## src/rtl/spi_pkg.sv

```systemverilog
// spi_pkg: shared state encodings and transfer-type constants for the SPI scheduler
package spi_pkg;
    localparam int SPI_RD_W = 16;
    localparam int SPI_WR_W = 32;
    typedef enum logic [1:0] {S_IDLE, S_ISSUE, S_WAIT} state_t;
    typedef enum logic {XFER_READ, XFER_WRITE} xfer_t;
endpackage

```

## src/rtl/spi_sched_if.sv

```systemverilog
// spi_sched_if: requester and SPI-master signals of the scheduler; slave is the scheduler side
interface spi_sched_if #(parameter int DAT_W = 32);
    logic                          adc_req;
    logic                          adc_gnt;
    logic [spi_pkg::SPI_RD_W-1:0]  adc_data;
    logic                          adc_vld;
    logic                          dac_req;
    logic [DAT_W-1:0]              dac_data;
    logic                          dac_gnt;
    logic                          spi_read_flag;
    logic                          spi_writ_flag;
    logic [spi_pkg::SPI_WR_W-1:0]  spi_writ_data;
    logic [spi_pkg::SPI_RD_W-1:0]  spi_read_data;
    logic                          spi_done;
    logic                          busy;
    logic                          timeout_err;
    modport slave (
        input  adc_req, dac_req, dac_data, spi_read_data, spi_done,
        output adc_gnt, adc_data, adc_vld, dac_gnt, spi_read_flag, spi_writ_flag,
               spi_writ_data, busy, timeout_err
    );
    modport master (
        output adc_req, dac_req, dac_data, spi_read_data, spi_done,
        input  adc_gnt, adc_data, adc_vld, dac_gnt, spi_read_flag, spi_writ_flag,
               spi_writ_data, busy, timeout_err
    );
endinterface

```

## src/rtl/rr_arb2.sv

```systemverilog
// rr_arb2: two-way round-robin arbiter; bit 0 is ADC, bit 1 is DAC, ptr names the favoured side
module rr_arb2
    import spi_pkg::*;
(
    input  logic       clk,
    input  logic       rst_n,
    input  logic       en,
    input  logic [1:0] req,
    output logic [1:0] gnt
);
    xfer_t ptr;
    assign gnt[0] = en && req[0] && (!req[1] || ptr == XFER_READ);
    assign gnt[1] = en && req[1] && (!req[0] || ptr == XFER_WRITE);
    always_ff @(posedge clk or negedge rst_n) begin
        if (!rst_n) ptr <= XFER_READ;
        else if (|gnt) ptr <= gnt[0] ? XFER_WRITE : XFER_READ;
    end
endmodule

```

## src/rtl/spi_sched.sv

```systemverilog
// spi_sched: schedules ADC reads and DAC writes onto one SPI master, one transfer at a time
module spi_sched
    import spi_pkg::*;
#(
    parameter int TIMEOUT = 64,
    parameter int DAT_W   = 32
) (
    input  logic       clk,
    input  logic       rst_n,
    spi_sched_if.slave bus
);
    localparam int CW = $clog2(TIMEOUT + 1);
    state_t         state, state_nx;
    xfer_t          xfer;
    logic [CW-1:0]  cnt;
    logic [1:0]     gnt;
    logic [DAT_W-1:0] wd;
    logic           done, tmo;
    assign wd   = bus.dac_data;
    assign done = state == S_WAIT && bus.spi_done;
    assign tmo  = state == S_WAIT && !bus.spi_done && cnt == CW'(TIMEOUT - 1);
    rr_arb2 u_arb (
        .clk   (clk),
        .rst_n (rst_n),
        .en    (state == S_IDLE),
        .req   ({bus.dac_req, bus.adc_req}),
        .gnt   (gnt)
    );
    always_ff @(posedge clk or negedge rst_n) begin
        if (!rst_n) state <= S_IDLE;
        else state <= state_nx;
    end
    always_comb begin
        state_nx          = state;
        bus.adc_gnt       = gnt[0];
        bus.dac_gnt       = gnt[1];
        bus.spi_read_flag = state == S_ISSUE && xfer == XFER_READ;
        bus.spi_writ_flag = state == S_ISSUE && xfer == XFER_WRITE;
        bus.busy          = state != S_IDLE;
        case (state)
            S_IDLE:  if (|gnt) state_nx = S_ISSUE;
            S_ISSUE: state_nx = S_WAIT;
            S_WAIT:  if (done || tmo) state_nx = S_IDLE;
            default: state_nx = S_IDLE;
        endcase
    end
    always_ff @(posedge clk or negedge rst_n) begin
        if (!rst_n) begin
            xfer              <= XFER_READ;
            cnt               <= '0;
            bus.spi_writ_data <= '0;
            bus.adc_data      <= '0;
            bus.adc_vld       <= 1'b0;
            bus.timeout_err   <= 1'b0;
        end else begin
            cnt         <= state == S_WAIT ? cnt + CW'(1) : '0;
            bus.adc_vld <= done && xfer == XFER_READ;
            if (|gnt) xfer <= gnt[1] ? XFER_WRITE : XFER_READ;
            if (gnt[1]) bus.spi_writ_data <= SPI_WR_W'(wd);
            if (done && xfer == XFER_READ) bus.adc_data <= bus.spi_read_data;
            if (tmo) bus.timeout_err <= 1'b1;
        end
    end
endmodule

```

## src/flat_wrapper.sv

```systemverilog
// flat-port wrapper written by rule: the top's interface ports become plain ports
module spi_sched_flat import spi_pkg::*;
#(
    parameter int TIMEOUT = 64,
    parameter int DAT_W   = 32
)
  (clk, rst_n, bus_adc_req, bus_dac_req, bus_dac_data, bus_spi_read_data, bus_spi_done, bus_adc_gnt, bus_adc_data, bus_adc_vld, bus_dac_gnt, bus_spi_read_flag, bus_spi_writ_flag, bus_spi_writ_data, bus_busy, bus_timeout_err);
  spi_sched_if #(.DAT_W(DAT_W)) bus_i ();
  input  logic clk;
  input  logic rst_n;
  input wire logic [$bits(bus_i.adc_req)-1:0] bus_adc_req;
  input wire logic [$bits(bus_i.dac_req)-1:0] bus_dac_req;
  input wire logic [$bits(bus_i.dac_data)-1:0] bus_dac_data;
  input wire logic [$bits(bus_i.spi_read_data)-1:0] bus_spi_read_data;
  input wire logic [$bits(bus_i.spi_done)-1:0] bus_spi_done;
  output wire logic [$bits(bus_i.adc_gnt)-1:0] bus_adc_gnt;
  output wire logic [$bits(bus_i.adc_data)-1:0] bus_adc_data;
  output wire logic [$bits(bus_i.adc_vld)-1:0] bus_adc_vld;
  output wire logic [$bits(bus_i.dac_gnt)-1:0] bus_dac_gnt;
  output wire logic [$bits(bus_i.spi_read_flag)-1:0] bus_spi_read_flag;
  output wire logic [$bits(bus_i.spi_writ_flag)-1:0] bus_spi_writ_flag;
  output wire logic [$bits(bus_i.spi_writ_data)-1:0] bus_spi_writ_data;
  output wire logic [$bits(bus_i.busy)-1:0] bus_busy;
  output wire logic [$bits(bus_i.timeout_err)-1:0] bus_timeout_err;
  assign bus_i.adc_req = bus_adc_req;
  assign bus_i.dac_req = bus_dac_req;
  assign bus_i.dac_data = bus_dac_data;
  assign bus_i.spi_read_data = bus_spi_read_data;
  assign bus_i.spi_done = bus_spi_done;
  assign bus_adc_gnt = bus_i.adc_gnt;
  assign bus_adc_data = bus_i.adc_data;
  assign bus_adc_vld = bus_i.adc_vld;
  assign bus_dac_gnt = bus_i.dac_gnt;
  assign bus_spi_read_flag = bus_i.spi_read_flag;
  assign bus_spi_writ_flag = bus_i.spi_writ_flag;
  assign bus_spi_writ_data = bus_i.spi_writ_data;
  assign bus_busy = bus_i.busy;
  assign bus_timeout_err = bus_i.timeout_err;
  spi_sched #(.TIMEOUT(TIMEOUT), .DAT_W(DAT_W)) u_core (.clk(clk), .rst_n(rst_n), .bus(bus_i));
endmodule
```

## config.mk

```make
export PLATFORM = sky130hd
export DESIGN_NAME = spi_sched_flat
export DESIGN_NICKNAME = d
export VERILOG_FILES = /design/src/rtl/spi_pkg.sv /design/src/rtl/spi_sched_if.sv /design/src/rtl/rr_arb2.sv /design/src/rtl/spi_sched.sv /design/src/flat_wrapper.sv
export SDC_FILE = /design/constraint.sdc
export NUM_CORES = 1
export LEC_CHECK = 0
export BUFFER_PORTS_ARGS = -buffer_cell sky130_fd_sc_hd__buf_2
export CAP_MARGIN = 20
export CORE_MARGIN = 2
export CORE_UTILIZATION = 40
export CTS_CLUSTER_DIAMETER = 120
export DETAILED_ROUTE_END_ITERATION = 16
export GPL_ROUTABILITY_DRIVEN = 0
export GPL_TIMING_DRIVEN = 0
export PLACE_DENSITY_LB_ADDON = 0.15
export SETUP_SLACK_MARGIN = 0.4
export SLEW_MARGIN = 20
export SYNTH_ARGS = -nofsm -noshare
export SYNTH_HDL_FRONTEND = slang
export SYNTH_SLANG_ARGS = --single-unit
export TNS_END_PERCENT = 10
```

## constraint.sdc

```tcl
create_clock -name clk -period 1.6 [get_ports clk]
set_input_delay 0.32 -clock clk [delete_from_list [all_inputs] [get_ports clk]]
set_output_delay 0.32 -clock clk [all_outputs]
set_load 0.01 [all_outputs]
```

==> metrics, run 1 <==
outcome=complete, but fails checks; failing checks=setup timing; final WL=4980 µm; slowest stage delay, CP=0.42 ns; worst reg-to-reg setup slack=-0.08 ns; Setup WS post-layout=-0.0841 ns; CP Capture Type=register; startpoint types=register; Crit Path Max Fanout=5; layout net count=346; fin crit period=1.68 ns; TritonCTS clock tree=done; peak supply drop=0.000953 V; RSZ-0062 raised after global routing=true; initial antenna violation count=0; f_max=0.594 GHz; I/O pins=108; H-tree depth=3; DRT iter0 DRCs=39; Synth Cell Area=2400 µm²; overall power=6.73 mW; Max-Cap Viols=0; drt pass-1 iters=3; final worst clock skew=0.00425 ns; detailed-route via count=1699; # diodes=0; Detail Placement HPWL=3230 µm; clock buffer depth=2; syn_nets=211; syn_area_per_cell=15.3 µm²; GRT overflow=0; CP most frequent cell=buf_4; Port Buffer Count=107; hold crit path type=in -> async; Worst-Margin Slew=0.773 ns; clk root buf=clkbuf_8; TritonCTS Buffers=9; drt drc=0; synth warn=0; Detail Route Antenna Nets=0; layout cells sized above 1=0.687; Clock transition at path regs=0.06 ns; crit-path cells=buf_4 -> nand2b_4 -> buf_8 -> nor3b_4 -> buf_4 -> clkbuf_16 -> mux2_2; ranking of synthesized cells by area=dfrtp_1, mux2_2, mux2_4; Power Dens Cells=1910 nW/µm²; Worst R2R Start=u_core.state[1]; final slew viol count=0; Synth Instances=157; Die ar.=6640 µm²; Total GRT Usage=0.150; vias per inst=4.60; first-pass GRT wire length=7510 µm; # fillers=492; Setup Viol. Count Final=18; Slew HR=0.484; Seq/Total Area, Yosys=0.636; Lkg Pwr=1.75 nW; Reg-to-Reg End=u_core.bus.adc_data[5]; chip height=81.5 µm; Clock Latency Late Sink=0.32 ns; reg2reg path depth=7; Area Growth Syn to Fin=47.1%; Hold Vio Cnt, Final=0; Yosys reg bits=61; Synth area leader=dfrtp_1; CTS Sinks=61; Netlist cell types=25; DP Worst Slack=-0.192 ns; Die Width=81.5 µm; Core Area=5850 µm²; vias in the first global route=1672; Req. time, crit path=1.80 ns; final period utilization=1.05; post-synth top area share=0.636; Initial Util=0.410; largest net degree at the start of global routing=62; Setup CP Type=reg -> reg; arrival time worst endpoint=1.89 ns; DR WL/cell=13.5 µm; critical path's slowest cell=dfrtp_2; cell row count=28
-- worst max-delay path: cells and delay by family (launching register included) --
family                 cells  cell delay (ns)
buffers and inverters      4             0.56
DFF                        1             0.42
muxes                      1             0.32
and+or+nand+nor            2             0.27
-- cell type report --
type | count | area (µm²) | area share
plain buffers | 6 | 96.3 | 0.0273
clock buffers | 10 | 138 | 0.0390
clock inverters | 3 | 15.0 | 0.00425
inverters | 3 | 13.8 | 0.00390
multi-input cells | 87 | 862 | 0.244
flip-flops and latches | 61 | 1530 | 0.433
well taps | 75 | 93.8 | 0.0266
repair buffers | 124 | 785 | 0.222
-- metal layers --
layer / wire [µm] / share of wire / track usage
met3: 402 / 0.081 / 0.0593
met1: 2170 / 0.44 / 0.193
met2: 2350 / 0.47 / 0.219
met4: 57 / 0.011 / 0.0763
met5: 0 / 0 / 0
-- worst max path at each step --
stage,startpoint,end,slack (ns),depth (start not counted)
6_report,u_core.state[1],u_core.bus.adc_data[5],-0.08,7
5_1_grt,u_core.state[1],bus_spi_writ_flag,-0.16,4
4_1_cts,u_core.state[1],bus_spi_writ_flag,-0.10,4
3_5_place_dp,u_core.state[0],u_core.bus.adc_data[11],-0.19,5
3_3_place_gp,u_core.state[0],u_core.bus.adc_data[10],-0.18,5
2_1_floorplan,u_core.state[0],u_core.bus.adc_data[10],-0.009,5
-- Yosys cell counts, drive strengths merged --
cell / count
o31ai: 1
mux2: 48
nor2: 10
buf: 6
nand2: 3
ha: 1
dfrtp: 61
or2b: 1
nor3b: 1
nand3: 3
a31oi: 1
a21o: 2
nand2b: 2
inv: 3
o21ai: 2
nor3: 1
or3: 2
xor2: 2
and3: 2
a21oi: 4
xnor2: 1
-- layout by cell type (no fill, tap or decap), types with 2 or more instances in the layout --
master / Yosys / routed
a21oi_1: 4 / 3
mux2_4: 9 / 10
inv_1: 3 / 2
dfrtp_1: 61 / 60
clkbuf_16: 0 / 2
buf_12: 1 / 3
buf_8: 0 / 3
clkbuf_8: 0 / 10
or3_1: 2 / 2
mux2_2: 39 / 38
clkinv_2: 0 / 3
xor2_1: 2 / 2
nand3_1: 3 / 2
nand2_1: 3 / 2
a21o_1: 2 / 2
nor2_1: 10 / 9
buf_4: 3 / 11
buf_2: 1 / 97
o21ai_0: 2 / 2
buf_6: 1 / 14
-- state kept, by name, indices dropped and copies added, names as in the netlist --
| signal | count |
|---|---|
| u_core.bus.adc_data | 16 |
| u_core.bus.adc_vld | 1 |
| u_core.bus.spi_writ_data | 32 |
| u_core.bus.timeout_err | 1 |
| u_core.cnt | 7 |
| u_core.state | 2 |
| u_core.u_arb.ptr | 1 |
| u_core.xfer | 1 |
-- kinds of logic after synthesis --
kind of cell	after synthesis	share of synthesized area
mux	48	0.239
xor+xnor	3	0.0109
flops	61	0.636
buf+inv	9	0.0292
simple gates	25	0.0552
compound gates	10	0.0245
fa+ha+maj	1	0.00521
-- timing repair --
action | 4_1_cts | 5_1_grt
cloned | 0 | 2
endpoints found under the setup margin | 58 | 85
hold buffers | 0 | 0
pin swaps | 6 | 5
setup buffers | 8 | 7
resized for setup | 16 | 21
-- power by group --
group / leakage (nW) / switching [mW] / internal [mW]
Sequential: 0.741 / 0.391 / 2.24
Clock: 0.0836 / 0.520 / 0.569
Combinational: 0.923 / 1.20 / 1.80
-- metrics by stage --
step                cells  hold WS (ns)  area [µm²]  TNS [ns]   util
floorplan             157        0.0244        2410   -0.0774      -
global placement      339         0.449        3040     -6.24  0.519
detailed placement    339         0.443        3040     -6.28  0.520
CTS                   360        0.0934        3320    -0.935  0.568
global route          369         0.117        3530     -3.36  0.604
finish                369        0.0763        3530     -1.05  0.604
No activity file was read; power rests on OpenSTA's default activity.
==> run 2, diff against run 1 <==
--- a/config.mk
+++ b/config.mk
@@ -5,6 +5,7 @@
 export SDC_FILE = /design/constraint.sdc
 export NUM_CORES = 1
 export LEC_CHECK = 0
+export ABC_AREA = 1
 export BUFFER_PORTS_ARGS = -buffer_cell sky130_fd_sc_hd__buf_2
 export CAP_MARGIN = 20
 export CORE_MARGIN = 2
==> run 2 against run 1 <==
Net effect: the run now ends clean; synthesized area up 5.1%; core utilization grew 3.4 points; critical path type is now reg -> out; largest cell class unchanged; count of clock-buffer cells in the layout stayed put; sequential share of layout area is 3.4 points lower; synthesized cell count rose by 76%; die area rose by 4.9%.
==> metrics, run 2 <==
drt drc=0; ranking of synthesized cells by area=dfrtp_1, nand2_1, nand3_1; Max-Cap Viols=0; Clock transition at path regs=0.06 ns; post-synth top area share=0.605; syn_nets=331; fin crit period=1.60 ns; main flop type after synthesis=dfrtp_1; syn_area_per_cell=9.11 µm²; Req. time, crit path=1.28 ns; final period utilization=0.998; Lkg Pwr=2.16 nW; vias in the first global route=2189; Power Dens Cells=1830 nW/µm²; Crit path max-delay family=flip-flops; Core Area=6030 µm²; final worst clock skew=0.00964 ns; synth warn=0; final WL=6350 µm; Worst R2R Start=u_core.state[0]; Die ar.=6960 µm²; Setup CP Type=reg -> out; Netlist cell types=21; outcome=finished clean; Clock power frac=0.187; cell row count=28; most common cell in the netlist=nand2_1; CP Capture Type=output port; slowest stage delay, CP=0.41 ns; CTS Sinks=61; layout net count=466; Crit Path Max Fanout=4; Post-synth EDFFs=0; Total GRT Usage=0.180; RSZ-0062 raised after global routing=true; Worst-Margin Slew=0.772 ns; Slew HR=0.485; GRT overflow=0; sequential power share=0.368; chip height=83.4 µm; Synth area leader=dfrtp_1; Yosys reg bits=61; Synth Cell Area=2520 µm²; clk root buf=clkbuf_8; Setup TNS=0 ns; Biggest register=u_core.bus.spi_writ_data; arrival time worst endpoint=1.28 ns; TritonCTS clock tree=done; most frequent cells after synthesis=nand2_1, dfrtp_1, nand3_1; # diodes=0; max FFs per register=32; Net Sw Frac=0.379; Setup Viol. Count Final=0; f_max=0.626 GHz; DR WL/cell=12.9 µm; Int Pwr=4.37 mW; Synth Instances=277; Top Registers=u_core.bus.spi_writ_data (32), u_core.bus.adc_data (16), u_core.cnt (7); Hold Vio Cnt, Final=0; Detail Placement HPWL=3990 µm; async set-or-reset flop fraction in the synthesized netlist=1.00; crit-path cells=nor2_4 -> nand2_4 -> buf_8 -> clkinv_4 -> buf_6; # fillers=528; vias per inst=4.62; Port Buffer Count=107; Detail Route Antenna Nets=0; WP buf/inv=3; layout cells sized above 1=0.504; worst hold slack=0.0569 ns; critical path's slowest cell=dfrtp_1; Sw Pwr=2.66 mW; I/O pins=108; detailed-route via count=2275; drt pass-1 iters=4; TritonCTS Buffers=9; Comb pwr share=0.445; most common cell after layout, fill and taps aside=buf_2; H-tree depth=3; most frequent cells in the layout=buf_2, nand2_1, dfrtp_1; clock buffer depth=2; initial antenna violation count=0; largest net degree at the start of global routing=62; Area Growth Syn to Fin=52.2%; Seq/Total Area, Yosys=0.605; Die Width=83.4 µm; DRT iter0 DRCs=88; Initial Util=0.419; worst reg-to-reg setup slack=0.15 ns; final slew viol count=0; startpoint types=register; first-pass GRT wire length=10100 µm; hold crit path type=in -> async; Clock Latency Late Sink=0.33 ns; reg2reg path depth=8; peak supply drop=0.00119 V; Reg-to-Reg End=u_core.bus.adc_data[12]; overall power=7.03 mW
## run 2: how the worst max path moves through the flow
stage | slack (ns) | cells past startpoint | startpoint | endpoint
6_report | 0.004 | 5 | u_core.state[1] | bus_dac_gnt
5_1_grt | -0.06 | 6 | u_core.u_arb.ptr | bus_dac_gnt
4_1_cts | -0.02 | 5 | u_core.state[0] | bus_dac_gnt
3_5_place_dp | 0.04 | 8 | bus_adc_req | bus_dac_gnt
3_3_place_gp | 0.02 | 1 | rst_n | u_core.bus.spi_writ_data[22]
2_1_floorplan | 0.37 | 4 | u_core.state[0] | bus_dac_gnt
## run 2: kinds of logic after synthesis
kind of cell             Yosys count  share of synthesized area
AND/OR/NAND/NOR                  181                      0.310
flip-flops                        61                      0.605
buffers and inverters             25                     0.0595
AO/OA/AOI/OAI                      8                     0.0169
XOR/XNOR                           1                    0.00347
adder cells (fa/ha/maj)            1                    0.00496
## run 2: through the flow
step	cells	cell area (µm²)	worst slack [ns]	util
floorplan	277	2530	0.366	-
global placement	459	3160	0.0166	0.525
detailed placement	459	3160	0.0373	0.525
CTS	484	3520	-0.0221	0.583
global route	492	3840	-0.0597	0.637
finish	492	3840	0.00376	0.637
## run 2: final cells by class
class	count	area (µm²)	share of cell area
repair buffers	124	776	0.202
clock buffers	10	128	0.0332
plain buffers	11	134	0.0349
inverters	14	72.6	0.0189
well taps	75	93.8	0.0244
clock inverters	6	63.8	0.0166
multi-input cells	191	1040	0.272
flip-flops and latches	61	1530	0.398
## run 2: what timing repair did
action / CTS / global route
setup buffers: 9 / 6
cloned: 0 / 2
pin swaps: 10 / 29
resized for setup: 28 / 66
setup endpoints to repair: 55 / 100
hold buffers: 0 / 0
## run 2: power groups by stage
| stage | sequential (mW) | clock [mW] | combinational (mW) |
|---|---|---|---|
| after floorplan | 2.81 | 0 | 1.15 |
| after global placement | 2.53 | 0 | 2.38 |
| after detailed placement | 2.54 | 0 | 2.43 |
| after CTS | 2.52 | 1.35 | 2.75 |
| after global routing | 2.67 | 1.43 | 3.45 |
| final | 2.59 | 1.31 | 3.13 |
## run 2: layer usage
metal	global-route usage	vias to the layer above	wire length, µm	part of all wire
met5	0	-	0	0
met3	0.0676	6	470	0.074
met2	0.276	78	2970	0.47
li1	-	1141	-	-
met1	0.239	1050	2830	0.45
met4	0.0572	0	73	0.011
